### config.mk
export PLATFORM = sky130hd
export DESIGN_NAME = decoder_2to4
export DESIGN_NICKNAME = d
export VERILOG_FILES = /design/src/rtl/decoder_pkg.sv /design/src/rtl/decoder_2to4.sv
export SDC_FILE = /design/constraint.sdc
export NUM_CORES = 1
export LEC_CHECK = 0
export CORE_AREA = 10 10 47 49
export CTS_BUF_LIST = sky130_fd_sc_hd__clkbuf_16
export CTS_CLUSTER_SIZE = 14
export DETAILED_ROUTE_END_ITERATION = 12
export DIE_AREA = 0 0 57 59
export PLACE_DENSITY = 0.44
export SLEW_MARGIN = 20
export SYNTH_ARGS = -nofsm -noshare
export SYNTH_HDL_FRONTEND = slang
export SYNTH_SLANG_ARGS = --single-unit
export TNS_END_PERCENT = 20
### constraint.sdc
create_clock -name clk -period 0.8 [get_ports clk]
set_input_delay 0.08 -clock clk [delete_from_list [all_inputs] [get_ports clk]]
set_output_delay 0.08 -clock clk [all_outputs]
set_load 0.05 [all_outputs]
### src/rtl/decoder_pkg.sv
// Shared constants and the combinational decode used by the registered decoder.
package decoder_pkg;

    localparam int IN_W_DEFAULT = 2;
    localparam int MAX_IN_W     = 6;
    localparam int MAX_OUT_W    = 64;

    function automatic int out_w(input int in_w);
        return 1 << in_w;
    endfunction

    // Widest-case one-hot; callers truncate to their own output width.
    function automatic logic [MAX_OUT_W-1:0] onehot(input logic [MAX_IN_W-1:0] a,
                                                    input logic en);
        logic [MAX_OUT_W-1:0] r;
        r = '0;
        if (en) begin
            r[a] = 1'b1;
        end
        return r;
    endfunction

endpackage

### src/rtl/decoder_2to4.sv
// Registered binary-to-one-hot decoder with enable and optional one-cold output.
module decoder_2to4
    import decoder_pkg::*;
#(
    parameter int IN_W           = IN_W_DEFAULT,
    parameter bit OUT_ACTIVE_LOW = 1'b0
) (
    input  logic                      clk,
    input  logic                      rst,
    input  logic [IN_W-1:0]           A,
    input  logic                      E,
    output logic [out_w(IN_W)-1:0]    Y
);

    localparam int OUT_W = out_w(IN_W);

    if (IN_W < 1 || IN_W > MAX_IN_W) begin : g_bad_in_w
        $error("decoder_2to4: IN_W must be in 1..6");
    end

    logic [MAX_IN_W-1:0] a_ext;
    logic [OUT_W-1:0]    y_d;
    logic [OUT_W-1:0]    y_q;

    // Polarity is folded in before the register so Y is driven straight from a flop.
    always_comb begin
        a_ext            = '0;
        a_ext[IN_W-1:0]  = A;
        y_d              = OUT_W'(onehot(a_ext, E)) ^ {OUT_W{OUT_ACTIVE_LOW}};
    end

    // Reset value equals the disabled output for either polarity.
    always_ff @(posedge clk or posedge rst) begin
        if (rst) begin
            y_q <= {OUT_W{OUT_ACTIVE_LOW}};
        end else begin
            y_q <= y_d;
        end
    end

    assign Y = y_q;

endmodule

==> results.md <==
* status: finished with violations
* failing checks: setup timing
* Antenna Violating Nets Remaining: 0
* wire length after detailed routing: 341 um
* crit start category: flop
* grt ovf: 0
* number of sinks handled by clock tree synthesis: 4
* Slowest Stage Delay on Critical Path: 0.39 ns
* class of the most critical setup path: flop to output pin
* Top delay family on crit path: flip-flops
* combinational family with the most area after synthesis: simple AND/OR/NAND/NOR gates
* number of instances in the placed design: 33
* number of global-route vias before repair: 135
* crit path cell chain: buf_12
* die extent in y: 59 um
* number of synthesis warnings: 0
* total of flip-flops plus latches after synthesis: 4
* highest clock frequency the design can meet: 1190 MHz
* Max H-tree Level: 1
* count of antenna diodes in the layout: 0
* post-CTS setup-driven buffer insertion count: 0
* Min Hold Slack: 0.0431 ns
* complex-gate fraction of the synthesized area: 0
* starting density of the core: 0.101
* area share of fa/ha/maj cells after synthesis: 0
* count of input and output buffers: 8
* largest driver fanout on the critical path: 1
* maximum count of clock buffers along a single path: 2
* antenna violations before repair: 0
* transition time at the pin with the least slew margin: 0.139 ns
* placement row count: 14
* post-cts sizing count: 0
* type of the tightest min-delay check: input port to async pin
* final hold violation count: 0
* number of logic stages on the critical path including buffering: 1
* via count normalized by instance count: 3.03
* Crit-path slowest cell: sky130_fd_sc_hd__dfrtp_1
* Placed Area: 282 sq um
* GP Congestion: 0.676
* fraction of final layout cells with drive strength greater than 1: 0.450
* mux contribution to synthesized area: 0
* number of standard cells after synthesis: 9
* Max transition margin: 0.907
* post-synthesis instance area: 141 sq um
* arrival time of the worst setup path: 0.76 ns
* Seq/Total Area, Yosys: 0.708
* RSZ-0062 raised after global routing: true
* number of nets in the finished design: 27
* Critical Path RT: 0.72 ns
* DIE AREA: 3360 sq um
* number of setup violations in the final report: 4
* post-route clock period utilization: 1.05
* min cycle time layout: 0.843 ns
* type of destination of the critical path: output pin
* Layout area overhead: 152%
* cell chosen for the clock root: sky130_fd_sc_hd__clkbuf_16
* setup TNS after final layout: -0.166 ns
* commonest cells after routing, fill and taps aside: sky130_fd_sc_hd__dfrtp_1 (4), sky130_fd_sc_hd__clkdlybuf4s50_1 (4), sky130_fd_sc_hd__buf_12 (4)
* number of clock buffers inserted by TritonCTS: 3
* total track usage: 0.0259
* average instance area after synthesis: 15.7 sq um
* post-route worst setup slack: -0.0425 ns
* post-route DRC violation count: 0
* post-synth net total: 14
* static power due to leakage: 0.168 nW
* max FFs per register: 4
* max-slew violation count: 0
* initial DRC count: 5
* design area: 357 sq um
* number of buffers added to fix hold violations after cts: 0
* number of distinct library cells after synthesis: 5
* final design utilization: 0.254
* Die Span X: 57 um
* pwr/cell area: 3030 nW/um^2
* simple-gate area share of the yosys netlist: 0.265
* post-DR wirelength/cell: 9.47 um
* Max-cap violations: 0
* buffer and inverter count on the worst path: 1
* first-pass detailed-route iteration total: 2
* global-route wire length before repair: 538 um
* largest net degree at the start of global routing: 5
* xor/xnor share of the synthesized area: 0
* CORE AREA: 1400 sq um
* highest ir drop seen on vdd: 684 uV
* Layout Cells excl Fill: 36
* IO Pins: 9
* clock-pin transition on the worst setup and hold timing paths: 0.03 ns
* CTS tree: done
* DR vias: 109
## worst max path at each step
stage               start  endpoint  slack (ns)
CTS                  Y[2]      Y[2]       -0.05
finish               Y[2]      Y[2]       -0.04
detailed placement   A[0]      Y[2]       -0.11
floorplan            Y[0]      Y[0]        0.13
global route         Y[1]      Y[1]       -0.06
global placement     A[1]      Y[1]        -0.1
## area by class of cell
class,instances,area (sq um)
fill,153,1040
timing repair buffer,8,120
sequential,4,100
clock buffer,3,75.1
multi-input combinational,4,37.5
tap,16,20.0
inverter,1,3.75
## cells in the mapped netlist
master	instances	area [sq um]
sky130_fd_sc_hd__inv_1	1	3.75
sky130_fd_sc_hd__and3_2	1	7.51
sky130_fd_sc_hd__nor3b_2	1	12.5
sky130_fd_sc_hd__and3b_1	2	17.5
sky130_fd_sc_hd__dfrtp_1	4	100
## kinds of logic after synthesis
kind of cell	Yosys count
buf+inv	1
flops	4
simple gates	4
## where the power goes
group	switching, W	total [W]	internal [W]
Sequential	0.00000648	0.000218	0.000212
Combinational	0.0000435	0.0000967	0.0000532
Clock	0.000127	0.000764	0.000637
## per-stage QoR
step,power [W],setup slack (ns)
5_1_grt,0.00113,-0.0616
3_3_place_gp,0.000317,-0.0968
3_5_place_dp,0.000318,-0.109
4_1_cts,0.00110,-0.0521
6_report,0.00108,-0.0425
2_1_floorplan,0.000255,0.134
## per-layer routing
metal / routed length [um] / vias up / GRT usage / part of all wire
li1: - / 54 / - / -
met1: 127 / 46 / 0.0190 / 0.37
met2: 111 / 9 / 0.0186 / 0.33
met3: 103 / 0 / 0.0429 / 0.30
met4: 0 / 0 / 0.0403 / 0
met5: 0 / - / 0 / 0
Note: power is estimated with default switching activity, not from simulation.
